[config.mk]
export PLATFORM = sky130hd
export DESIGN_NAME = fwd_hazard_unit
export DESIGN_NICKNAME = d
export VERILOG_FILES = /design/src/rtl/fwd_hazard_unit.sv
export SDC_FILE = /design/constraint.sdc
export NUM_CORES = 1
export LEC_CHECK = 0
export BUFFER_PORTS_ARGS = -buffer_cell sky130_fd_sc_hd__buf_4
export CAP_MARGIN = 5
export CORE_MARGIN = 5
export CORE_UTILIZATION = 35
export CTS_CLUSTER_DIAMETER = 150
export DETAILED_ROUTE_END_ITERATION = 12
export PLACE_DENSITY = 0.7
export SETUP_SLACK_MARGIN = 0.1
export SYNTH_ARGS = -nofsm -noshare
export SYNTH_HDL_FRONTEND = slang
export SYNTH_SLANG_ARGS = --single-unit
[constraint.sdc]
create_clock -name clk_i -period 2.15 [get_ports clk_i]
set_input_delay 0.43 -clock clk_i [delete_from_list [all_inputs] [get_ports clk_i]]
set_output_delay 0.43 -clock clk_i [all_outputs]
set_load 0.1 [all_outputs]
[src/rtl/fwd_hazard_unit.sv]
// Operand forwarding select and load-use stall detection for an in-order pipeline.
// Tracks DEPTH producer stages downstream of ID; slot 1 is EX, slot k is EX+k-1.
module fwd_hazard_unit #(
    parameter int AW        = 5,
    parameter int NSRC      = 2,
    parameter int DEPTH     = 2,
    parameter int LOAD_DIST = 2,
    parameter int SW        = $clog2(DEPTH + 1)
) (
    input  logic                 clk_i,
    input  logic                 rst_i,
    input  logic                 issue_valid_i,
    input  logic [AW-1:0]        issue_rd_i,
    input  logic                 issue_regwrite_i,
    input  logic                 issue_memread_i,
    input  logic [NSRC*AW-1:0]   src_addr_i,
    input  logic [NSRC-1:0]      src_used_i,
    input  logic                 hold_i,
    input  logic                 flush_i,
    output logic                 stall_o,
    output logic [NSRC*SW-1:0]   fwd_sel_o,
    output logic [NSRC*SW-1:0]   ex_fwd_sel_o,
    output logic [15:0]          stall_cnt_o
);

    // Index k-1 of each slot vector holds slot k.
    logic [DEPTH-1:0]   vld_q, vld_d;
    logic [DEPTH-1:0]   rw_q, rw_d;
    logic [DEPTH-1:0]   mr_q, mr_d;
    logic [AW-1:0]      rd_q [DEPTH];
    logic [AW-1:0]      rd_d [DEPTH];
    logic [NSRC*SW-1:0] ex_sel_q, ex_sel_d;
    logic [15:0]        cnt_q, cnt_d;

    logic [NSRC*SW-1:0] fwd_sel_s;
    logic               stall_s;
    logic [SW-1:0]      sel_s;
    logic               load_hit_s;

    // Youngest-producer match per operand and load-use stall detection.
    always_comb begin
        fwd_sel_s  = {(NSRC*SW){1'b0}};
        stall_s    = 1'b0;
        sel_s      = {SW{1'b0}};
        load_hit_s = 1'b0;
        for (int j = 0; j < NSRC; j++) begin
            sel_s      = {SW{1'b0}};
            load_hit_s = 1'b0;
            // Scan oldest to youngest so the smallest matching slot wins.
            for (int k = DEPTH; k >= 1; k--) begin
                if (src_used_i[j] && vld_q[k-1] && rw_q[k-1] &&
                    (rd_q[k-1] == src_addr_i[j*AW +: AW]) &&
                    (rd_q[k-1] != {AW{1'b0}})) begin
                    sel_s      = SW'(k);
                    load_hit_s = mr_q[k-1] && (k < LOAD_DIST);
                end else begin
                    sel_s      = sel_s;
                    load_hit_s = load_hit_s;
                end
            end
            fwd_sel_s[j*SW +: SW] = sel_s;
            if (load_hit_s && issue_valid_i) begin
                stall_s = 1'b1;
            end else begin
                stall_s = stall_s;
            end
        end
    end

    // Next-state: hold freezes everything; otherwise shift and fill slot 1.
    always_comb begin
        vld_d    = vld_q;
        rw_d     = rw_q;
        mr_d     = mr_q;
        rd_d     = rd_q;
        ex_sel_d = ex_sel_q;
        cnt_d    = cnt_q;
        if (!hold_i) begin
            for (int k = 1; k < DEPTH; k++) begin
                vld_d[k] = vld_q[k-1];
                rw_d[k]  = rw_q[k-1];
                mr_d[k]  = mr_q[k-1];
                rd_d[k]  = rd_q[k-1];
            end
            if (flush_i || stall_s) begin
                vld_d[0] = 1'b0;
                rw_d[0]  = 1'b0;
                mr_d[0]  = 1'b0;
                rd_d[0]  = {AW{1'b0}};
                ex_sel_d = {(NSRC*SW){1'b0}};
            end else begin
                vld_d[0] = issue_valid_i;
                rw_d[0]  = issue_regwrite_i;
                mr_d[0]  = issue_memread_i;
                rd_d[0]  = issue_rd_i;
                ex_sel_d = fwd_sel_s;
            end
            // A flushed stall is only a bubble, not a counted stall cycle.
            if (stall_s && !flush_i && (cnt_q != 16'hFFFF)) begin
                cnt_d = cnt_q + 16'd1;
            end else begin
                cnt_d = cnt_q;
            end
        end else begin
            cnt_d = cnt_q;
        end
    end

    // State registers with asynchronous clear.
    always_ff @(posedge clk_i or negedge rst_i) begin
        if (!rst_i) begin
            vld_q    <= {DEPTH{1'b0}};
            rw_q     <= {DEPTH{1'b0}};
            mr_q     <= {DEPTH{1'b0}};
            for (int k = 0; k < DEPTH; k++) begin
                rd_q[k] <= {AW{1'b0}};
            end
            ex_sel_q <= {(NSRC*SW){1'b0}};
            cnt_q    <= 16'h0000;
        end else begin
            vld_q    <= vld_d;
            rw_q     <= rw_d;
            mr_q     <= mr_d;
            rd_q     <= rd_d;
            ex_sel_q <= ex_sel_d;
            cnt_q    <= cnt_d;
        end
    end

    assign stall_o      = stall_s;
    assign fwd_sel_o    = fwd_sel_s;
    assign ex_fwd_sel_o = ex_sel_q;
    assign stall_cnt_o  = cnt_q;

endmodule

# Word level (Yosys, flattened, before mapping)
# Cells that the tools add are included.
# word_totals
reg_bits	35
input_bits	24
output_inout_bits	25
# op_classes
add_sub_neg	1
eq_ne	5
muxes	13
n_bitwise	1
reduce_logical	25
# op_table
cell	count
5-bit equality test	4
1-bit logical AND	20
16-bit by 1-bit adder with 16-bit output, second input constant	1
16-bit != test, second input constant	1
5-bit nonzero test	2
2-bit 2-to-1 mux	4
1-bit 2-to-1 mux	7
5-bit 2-to-1 mux	1
4-bit 2-to-1 mux	1
2-bit AND reduction	1
1-bit zero test	1
1-bit logical OR	1
1-bit NOT	1

# Depth between registers and ports, before layout
# logic_depth
depth_word	11
ltp_mapped	9

# Least setup slack after synthesis
# OpenSTA, ideal clock, no wires.
# synth_path
path_type	reg-to-output
from	register rd_q[6] (netlist bit)
to	output fwd_sel_o[3]
arrival_time_ps	3849
required_time_ps	1720
path_slack_ps	-2129
stages_incl_launch_ff	5
path_cell_list	dfrtp_1 or4_1 o211ai_2 nor2_1 nor3_1
# synth_via
elab_chain_len	4
word_cells_on_any_way	5
# synth_rtl
item	line	rtl
start, declared	30	logic [AW-1:0] rd_q [DEPTH];
start signal, assigned by index	116	rd_q[k] <= {AW{1'b0}};
start signal, assigned	124	rd_q <= rd_d;
5-bit equality test	52	(rd_q[k-1] == src_addr_i[j*AW +: AW]) &&
1-bit logical AND	51	if (src_used_i[j] && vld_q[k-1] && rw_q[k-1] &&
1-bit logical AND *	52	
2-bit 2-to-1 mux *	51	
end, declared	21	output logic [NSRC*SW-1:0] fwd_sel_o,
# Every way passes the cells marked *; elsewhere a longest branch is shown, timed or not.

# Worst setup path in the final report
# layout_path
from	register rd_q[7] (netlist bit)
to	output fwd_sel_o[1]
# Same word-level chain as after synthesis.

==> results.py <==
metrics = {
    "global_route": {
        "grt_pass1_wl_um": 7410,
        "gr-total-overflow": 0,
        "first_global_vias": 1533,
        "top_usage_layer": "met2",
        "met1_usage_pct": 18.2,
        "grt_util_met3_pct": 4.60,
        "grt.total_usage_pct": 15.0,
        "met2_usage_pct": 25.2,
        "antenna_found_initial": 0,
        "grt_max_degree": 36,
    },
    "setup_path": {
        "cp_slowest_cell": "or4_4",
        "critPathArrivalTime_ps": 2080,
        "worstPathMaxFanout": 5,
        "timing.rr.start": "rd_q[7]$_DFFE_PN0N_",
        "r2r_setup_slack_ps": -150,
        "cp-end-kind": "output pin",
        "critPathLaunch": "rd_q[7]$_DFFE_PN0N_",
        "critPathKind": "reg -> out",
        "critPathMaxStageDelay_ps": 540,
        "crit_chain": "or4_4, o211ai_4, nor2_4, nor3_4, buf_12",
        "crit_required_ps": 1720,
        "startpoint_type": "flip-flop",
    },
    "sta": {
        "holdWs_ps": 85.0,
        "slew_viol_final": 0,
        "hold_viol": 0,
        "worst_slew_pin_slew_ps": 451,
        "period_share_pct": 117,
        "finalCriticalPeriod_ps": 2510,
        "slew_headroom_pct": 69.9,
        "fin_ws_ps": -357,
        "setup_viol": 25,
        "setup_tns_ps": -2160,
        "clock-skew-final_ps": 5.19,
        "rsz0062_at_grt": "true",
        "fmax_mhz": 399,
    },
    "detailed_routing": {
        "post-route-drc-count": 0,
        "vias_per_cell": 4.92,
        "drt_iter0_drc": 60,
        "drtAntennaViolNets": 0,
        "num_vias": 1456,
        "drt-total-wl_um": 4510,
        "wl_per_cell_um": 15.2,
        "firstDrtPassIters": 3,
    },
    "floorplanning": {
        "die_area_um2": 6460,
        "ios": 49,
        "die_h_um": 80.4,
        "placementRows": 25,
        "fp.dieW_um": 80.4,
        "core_area_um2": 4750,
        "initial_core_util_pct": 36.4,
    },
    "synth": {
        "ys_ff_latch": 35,
        "syn-cell-area_um2": 1730,
        "yosysSeqAreaShare_pct": 50.5,
        "synth_cell_type_count": 25,
        "synthesis.nets": 168,
        "yosysWarnings": 0,
        "synthCells": 143,
        "syn_area_per_cell_um2": 12.1,
    },
    "placed_design": {
        "post_dp_cell_area_um2": 2470,
        "gp_congestion": 0.815,
        "dp_hpwl_um": 3240,
        "port_buffers": 48,
    },
    "layout": {
        "areaGrowthSynthToFinish_pct": 55.5,
        "regArea_um2": 896,
        "drive_gt1_share_pct": 55.0,
        "final_area_um2": 2690,
        "multiInputGateArea_um2": 935,
        "final.fill_count": 411,
        "mostFrequentLayoutCell": "buf_4",
        "nNetsFinal": 253,
        "final_cell_mix": "buf_4 (75), dfrtp_1 (23), xnor2_1 (18)",
        "antenna_cells": 0,
    },
    "power": {
        "vdd_ir_drop_max_mv": 0.231,
        "power_per_cell_area_nw_per_um2": 511,
        "leakage_nw": 1.22,
    },
    "clock_tree": {
        "clk_pin_slew_worst_paths_ps": 70,
        "clkLatencyLatePin_ps": 280,
        "ctsRootBufferMaster": "clkbuf_8",
        "cts_hold_buffers": 0,
        "clockBufferDepth": 2,
        "cts_buffers": 5,
        "clkSinkCount": 35,
        "htree_levels": 2,
        "cts_tree": "done",
    },
    "hold_path": {
        "hp-class": "in -> async",
    },
    "flow_run": {
        "maxCapViolCount": 0,
    },
    "status": {
        "status": "finished, violations left",
        "violations": "setup timing",
    },
}
==> critical path: cells and delay by family (launching register included) <==
family	cells	cell delay, ps
simple gates	3	860
flops	1	440
compound gates	1	290
buf+inv	1	200
==> synthesized netlist by cell type, drive strengths merged <==
library cell  instances  area share, %
clkbuf                2           0.43
dfrtp                35             51
xnor2                18            9.1
a21oi                 1           0.94
buf                   2            1.3
o211ai                2            1.2
and2                  2           0.72
ha                    1           0.72
nor4                  4            1.4
nor2                  4           0.87
and4                  3            1.5
nand4                 7            2.5
a22o                 10            5.1
nand2                 5            1.1
nor3                  3            1.5
a32o                  2            1.2
nand3                10            2.9
mux2                  8            5.2
or4                   2           0.87
and3                  3            1.1
xor2                 17            8.6
a311o                 1           0.58
a211oi                1           0.72
==> cells by family after synthesis <==
| kind of cell | synth area share [%] |
|---|---|
| XOR/XNOR | 17.7 |
| AO/OA/AOI/OAI | 9.60 |
| multiplexers | 5.20 |
| adder cells (fa/ha/maj) | 0.722 |
| buffers and inverters | 1.73 |
| AND/OR/NAND/NOR | 14.5 |
| flip-flops | 50.5 |
==> final cells by class <==
| cell class | instances | share of cell area [%] |
|---|---|---|
| timing repair buffer | 82 | 25.9 |
| clock buffer | 7 | 2.83 |
| tap | 67 | 3.11 |
| multi-input combinational | 104 | 34.7 |
| sequential | 35 | 33.3 |
| clock inverter | 1 | 0.186 |
==> power by group <==
part	internal (mW)	switching (mW)	leakage (nW)	total, mW
Clock	0.227	0.227	0.0422	0.454
Combinational	0.113	0.0926	0.722	0.206
Sequential	0.685	0.0306	0.455	0.716
Total	1.03	0.350	1.22	1.38
==> layer usage <==
| layer | part of all wire (%) | vias to the layer above |
|---|---|---|
| li1 | - | 693 |
| met1 | 43 | 712 |
| met2 | 50 | 43 |
| met5 | 0 | - |
| met4 | 1.4 | 0 |
| met3 | 5.7 | 8 |
==> final timing paths <==
kind                                                     to  cells after the start
worst max-delay path                           fwd_sel_o[1]                      5
worst min-delay path                    rd_q[2]$_DFFE_PN0N_                      1
worst max register to register   stall_cnt_o[1]$_DFFE_PN0P_                      8
worst min register to register  stall_cnt_o[14]$_DFFE_PN0P_                      1
max in group asynchronous        stall_cnt_o[0]$_DFFE_PN0P_                      1
min in group clk_i                      rd_q[9]$_DFFE_PN0N_                      2
==> timing repair <==
action,4_1_cts,5_1_grt
gates resized for setup,13,4
endpoints found under the setup margin,24,32
pin swaps,7,5
buffers inserted,5,5
==> through the flow <==
step,cells,setup slack (ps),power [mW],util (%)
detailed placement,278,-212,0.921,52.0
floorplan,143,-557,0.813,-
finish,296,-357,1.38,56.7
global route,296,-424,1.45,56.7
CTS,291,-318,1.38,55.5
global placement,278,-205,0.917,52.0
==> state kept, by name, summed over array words and instances, names as in the netlist <==
| signal | count |
|---|---|
| stall_cnt_o | 16 |
| mr_q | 1 |
| ex_fwd_sel_o | 4 |
| rw_q | 2 |
| rd_q | 10 |
| vld_q | 2 |
Note: power is estimated with default switching activity, not from simulation.
